--- src/rtl/ashr16_iter.sv ---
// Iterative 16-bit arithmetic right shifter. Each SHIFT cycle applies a by-4 or by-1 step until the count is exhausted.
// Optional macro ASHR16_LOGICAL_EN adds a 'logical' input that selects zero fill instead of sign fill.
module ashr16_iter #(
  parameter int WIDTH = 16,
  parameter int SHW   = 4
) (
  input  logic             clk,
  input  logic             reset,
  input  logic             start,
  input  logic [WIDTH-1:0] a,
  input  logic [SHW-1:0]   shamt,
`ifdef ASHR16_LOGICAL_EN
  input  logic             logical,
`endif
  output logic             busy,
  output logic             done,
  output logic [WIDTH-1:0] dataout
);

  typedef enum logic [1:0] {S_IDLE, S_SHIFT, S_DONE} state_t;

  state_t           state_q, state_d;
  logic [WIDTH-1:0] data_q, data_d;
  logic [SHW-1:0]   cnt_q, cnt_d;
  logic             fill;

`ifdef ASHR16_LOGICAL_EN
  logic logical_q, logical_d;
  assign fill = ~logical_q & data_q[WIDTH-1];
`else
  assign fill = data_q[WIDTH-1];
`endif

  always_ff @(posedge clk) begin
    if (reset) begin
      state_q <= S_IDLE;
      data_q  <= '0;
      cnt_q   <= '0;
`ifdef ASHR16_LOGICAL_EN
      logical_q <= 1'b0;
`endif
    end else begin
      state_q <= state_d;
      data_q  <= data_d;
      cnt_q   <= cnt_d;
`ifdef ASHR16_LOGICAL_EN
      logical_q <= logical_d;
`endif
    end
  end

  always_comb begin
    state_d = state_q;
    data_d  = data_q;
    cnt_d   = cnt_q;
`ifdef ASHR16_LOGICAL_EN
    logical_d = logical_q;
`endif
    case (state_q)
      S_IDLE: begin
        if (start) begin
          data_d  = a;
          cnt_d   = shamt;
`ifdef ASHR16_LOGICAL_EN
          logical_d = logical;
`endif
          state_d = (shamt == '0) ? S_DONE : S_SHIFT;
        end
      end
      S_SHIFT: begin
        // Coarse steps first, then single-bit steps for the remainder.
        if (cnt_q >= SHW'(4)) begin
          data_d = {{4{fill}}, data_q[WIDTH-1:4]};
          cnt_d  = cnt_q - SHW'(4);
        end else begin
          data_d = {fill, data_q[WIDTH-1:1]};
          cnt_d  = cnt_q - SHW'(1);
        end
        if (cnt_d == '0) state_d = S_DONE;
      end
      S_DONE:  state_d = S_IDLE;
      default: state_d = S_IDLE;
    endcase
  end

  assign busy    = (state_q == S_SHIFT);
  assign done    = (state_q == S_DONE);
  assign dataout = data_q;

endmodule

--- config.mk ---
export PLATFORM = sky130hd
export DESIGN_NAME = ashr16_iter
export DESIGN_NICKNAME = d
export VERILOG_FILES = /design/src/rtl/ashr16_iter.sv
export SDC_FILE = /design/constraint.sdc
export NUM_CORES = 1
export LEC_CHECK = 0
export CORE_MARGIN = 2
export CORE_UTILIZATION = 41
export DETAILED_ROUTE_END_ITERATION = 7
export GPL_TIMING_DRIVEN = 0
export PLACE_DENSITY_LB_ADDON = 0.08
export SLEW_MARGIN = 20
export SYNTH_ARGS = -nofsm -noshare
export SYNTH_HDL_FRONTEND = slang
export SYNTH_SLANG_ARGS = --single-unit
--- constraint.sdc ---
create_clock -name clk -period 1.6 [get_ports clk]
set_input_delay 0.24 -clock clk [delete_from_list [all_inputs] [get_ports clk]]
set_output_delay 0.24 -clock clk [all_outputs]
set_load 0.1 [all_outputs]
Yosys cells after proc, flatten, opt, wreduce, memory -nomap -nowiden
Cells that the tools add are included.
- $add $sub $neg: 2
- $lt $le $gt $ge: 1
- equal/unequal tests: 4
- muxes and demuxes: 11
- bitwise logic cells: 1
- reductions and logical operators: 7
- operators with widths (kind ; number):
    $pmux 16 s2 ; 1
    $mux 16 ; 1
    $mux 14 ; 1
    $mux 4 ; 3
    $logic_not 4->1 ; 2
    $pmux 4 s2 ; 1
    $mux 2 ; 3
    $ge 4x3->1 const B ; 1
    $pmux 2 s2 ; 1
    $reduce_and 2->1 ; 2
    $sub 4x1->4 const B ; 1
    $sub 4x3->4 const B ; 1
    $reduce_and 3->1 ; 1
    $eq 2x1->1 const B ; 1
    $eq 2x2->1 const B ; 1
    $logic_not 2->1 ; 1
    $ne 2x1->1 const B ; 1
    $ne 2x2->1 const B ; 1
    $reduce_bool 2->1 ; 1
    $not 1->1 ; 1
- flip-flop bits (word level): 22
- input port bits: 23
- output and inout bits: 18
- logic and storage cells: 30

Depth between registers and ports, before layout
- depth in word-level cells: 6
- mapped depth: 6
- mapped depth without buffers: 5

Least setup slack after synthesis
Ideal clock, no wire load.
- kind: reg2out
- start point: register state_q[0]
- end point: output port done
- data arrival time: 1.798 ns
- path slack: -0.438 ns
- cell stages (with the launch flop): 3
- path buffers: 1
- path through: dfxtp_1 -> buf_2 -> nor2b_1
- word-level cells in the longest chain between the ends: 1
- RTL lines (element ; line ; text):
    start, declared ; 22 ; state_t state_q, state_d;
    start signal, assigned ; 43 ; state_q <= state_d;
    $eq 2x2->1 ; 87 ; assign done = (state_q == S_DONE);
    end, declared ; 16 ; output logic done,
Every way passes these cells.

Final worst setup path
- start point: register cnt_q[2]
- end point: register state_q[1]
- word-level cells in the longest chain between the ends: 6
- elaborated cells on any way between the ends: 8
- those cells by class: add/sub: 2; order compare: 1; eq/ne: 1; mux: 2; reduce/logical: 2
- RTL lines (element ; line ; text):
    start, declared ; 24 ; logic [SHW-1:0] cnt_q, cnt_d;
    start signal, assigned ; 45 ; cnt_q <= cnt_d;
    $sub 4x1->4 (tied with other cells) ; 77 ; cnt_d = cnt_q - SHW'(1);
    $mux 4 * ; 72 ; if (cnt_q >= SHW'(4)) begin
    $mux 4 * ; 59 ; case (state_q)
    $logic_not 4->1 * ; 79 ; if (cnt_d == '0) state_d = S_DONE;
    $ne 2x1->1 (no line) * ; n/a ;
    $reduce_and 2->1 (no line) * ; n/a ;
Mark *: on every way between the ends. The rest lies on a longest branch, timed or not. The select of a mux whose other input is x is not followed.
A chain may end at the register's enable or synchronous reset.

==> metrics.md <==
| Metric | Value |
|---|---|
| Tcrit/Tclk final | 0.982 |
| Slew Limit Fails | 0 |
| Routed Antenna Nets | 0 |
| Clock slew at reported path FFs | 0.14 ns |
| Post-synthesis sequential area ratio | 0.354 |
| Max Cap Viol | 0 |
| Area grow syn2layout | 49.4% |
| IO Port Bufs | 40 |
| Final wirelength | between 3 and 4 mm |
| Final setup fails | 0 |
| Period minus WS final | around 1.6 ns |
| CP Capture Type | flop |
| Synthesized cell area | roughly 0.0012 mm2 |
| Hold WS | 0.450 ns |
| FF-to-FF setup slack | 0.03 ns |
| FF+latch count, synth | 22 |
| Worst hold stages | 3 |
| Final Hold Fails | 0 |
| Starting Density | 0.440 |
| Share of cells above drive strength 1 | 0.239 |
| Design area | roughly 0.0019 mm2 |
| Pleak | ~0.66 nW |
| CTS Buf Count | 3 |
| DR iter-0 viols | slightly above 60 |
| Die area | between 0.003 and 0.004 mm2 |
| Via count | 1349 |
| Die H | 59.1 um |
| Initial antenna violation count | 0 |
| Commonest register cell after synthesis | dfxtp_1 |
| Synth area leaders | dfxtp_1, a311oi_1, nand2_1 |
| WL/cell | between 15 and 20 um |
| Synth top cells by count | nand2_1, dfxtp_1, a211oi_1, a311oi_1, nor2b_1 |
| Pwr dens | roughly 1100 mW/mm2 |
| Total global routing overflow | 0 |
| Status | finished, final reports clean |
| Hold crit path type | in -> reg |
| Final core area utilization | 0.657 |
| Fin Setup TNS | 0 ns |
| Leading area contributor after synthesis | dfxtp_1 |
| Num rows | 19 |
| RSZ-0062 raised after global routing | no |
| H-tree depth | 1 |
| CTS tree | built |
| Initial DRT Pass Iterations | 4 |
| Critical Path AT | roughly 1.8 ns |
| Reg2Reg Depth | 4 |
| Avg Inst Size Synth | roughly 8 um2 |
| Crit path kind | reg -> reg |
| DP Worst Slack | -0.643 ns |
| CTS Root Cell | clkbuf_4 |
| Slew headroom | 0.635 |
| Slowest cell on crit path | or4_1 |
| Pin count of the biggest net entering global routing | 14 |
| Synth warn | 0 |
| GPL Wtd Cong | 0.838 |
| Vias/cell | 5.81 |
| Critical Path RT | between 1.5 and 2 ns |
| Fmax | ~640 MHz |
| CTS sink count | 22 |
| Worst Path Max Fanout | 5 |
| GR Util All Layers | 0.220 |
| Non-filler cells, final | roughly 230 |
| Post-Synthesis Cells | between 150 and 200 |
| Max VDD drop | between 0.0007 and 0.0008 V |
| Post-synth top area share | 0.354 |
| Final worst slack | 0.0295 ns |
| # IOs | between 40 and 50 |
| Vias in the first global route | about 1300 |
| Synth unique cells | 28 |
| First-pass GRT wire length | 5.97 mm |
| Chip width | about 60 um |
| Crit-path cells | buf_4, or4_1, a31o_1, a41o_2 |
| Number of synthesized flops with an enable pin | 0 |
| Post-Syn Nets | 180 |
| Post-placement cell count | about 230 |
| # diodes | 0 |
| FFs w/ async S/R, synth | 0 |
| Slew @ Worst Pin | between 0.5 and 0.6 ns |
| Design Power | ~2.1 mW |
| Hpwl dp | 2.59 mm |
| Post-DP Area | 0.00170 mm2 |
| CP Launch Type | flop |
| Nets | about 230 |
| Placeable Area | 0.00283 mm2 |
| Most common cell in the synthesized netlist | nand2_1 |
| Clock skew | between 0.01 and 0.015 ns |
| Insertion delay to the later sink of the worst-skew pair | approximately 0.33 ns |
| Post-route DRC | 0 |
| CTS Buffer Depth | 2 |
| Crit-path max cell delay | about 0.48 ns |
worst max-delay path: cells and delay by family (launching register included):
kind | cells | cell delay (ns)
AOI/OAI and AO/OA | 2 | 0.49
buffers and inverters | 1 | 0.15
DFF | 1 | 0.37
and+or+nand+nor | 1 | 0.48
state kept, by name, summed over array words and instances (netlist names):
register and flops:
state_q 2, dataout 16, cnt_q 4
placed cells by master (no fill, tap or decap), types with 3 or more instances in the layout:
cell type	instances
a211oi_1	14
a21oi_1	4
a311oi_1	16
buf_4	7
clkbuf_1	3
clkbuf_2	3
clkbuf_4	4
clkdlybuf4s15_2	16
clkdlybuf4s50_1	22
dfxtp_1	18
inv_1	4
nand2_1	34
nand3_1	4
nand3b_1	3
nor2_1	3
nor2b_1	13
what timing repair did:
item                       4_1_cts  5_1_grt
gates resized for setup         76       10
setup endpoints to repair       34       17
hold buffers                     0        0
cloned                           0        0
setup buffers                    2        1
pin swaps                        0        2
layer usage:
layer	track usage	share of wire	vias to the layer above
li1	-	-	667
met1	0.293	0.48	635
met2	0.354	0.45	42
met3	0.0480	0.064	5
met4	0.0747	0.0058	0
met5	0	0	-
cell type report:
class | instances | area (um2)
plain buffers | 12 | 72.6
clock buffers | 3 | 22.5
clock inverters | 1 | 30.0
fillers | 249 | 971
inverters | 5 | 22.5
multi-input cells | 115 | 771
flip-flops and latches | 22 | 450
well taps | 31 | 38.8
repair buffers | 43 | 450
cell families after synthesis:
group                    Yosys count  synth area share
AO/OA/AOI/OAI                     44             0.276
XOR/XNOR                           1           0.00704
adder cells (fa/ha/maj)            2            0.0201
buffers and inverters             18            0.0604
flip-flops                        22             0.354
AND/OR/NAND/NOR                   68             0.283
final timing paths:
check                   start          end
setup reg to reg     cnt_q[2]   state_q[1]
hold / removal          a[15]  dataout[15]
hold reg to reg   dataout[15]  dataout[15]
setup / recovery     cnt_q[2]   state_q[1]
report_power, final:
part           switching (mW)  leakage (nW)  total, mW  internal [mW]
clock network           0.187        0.0279      0.440          0.254
logic                   0.678         0.450       1.00          0.324
registers              0.0648         0.184      0.680          0.615
(Power assumes the default switching activity.)
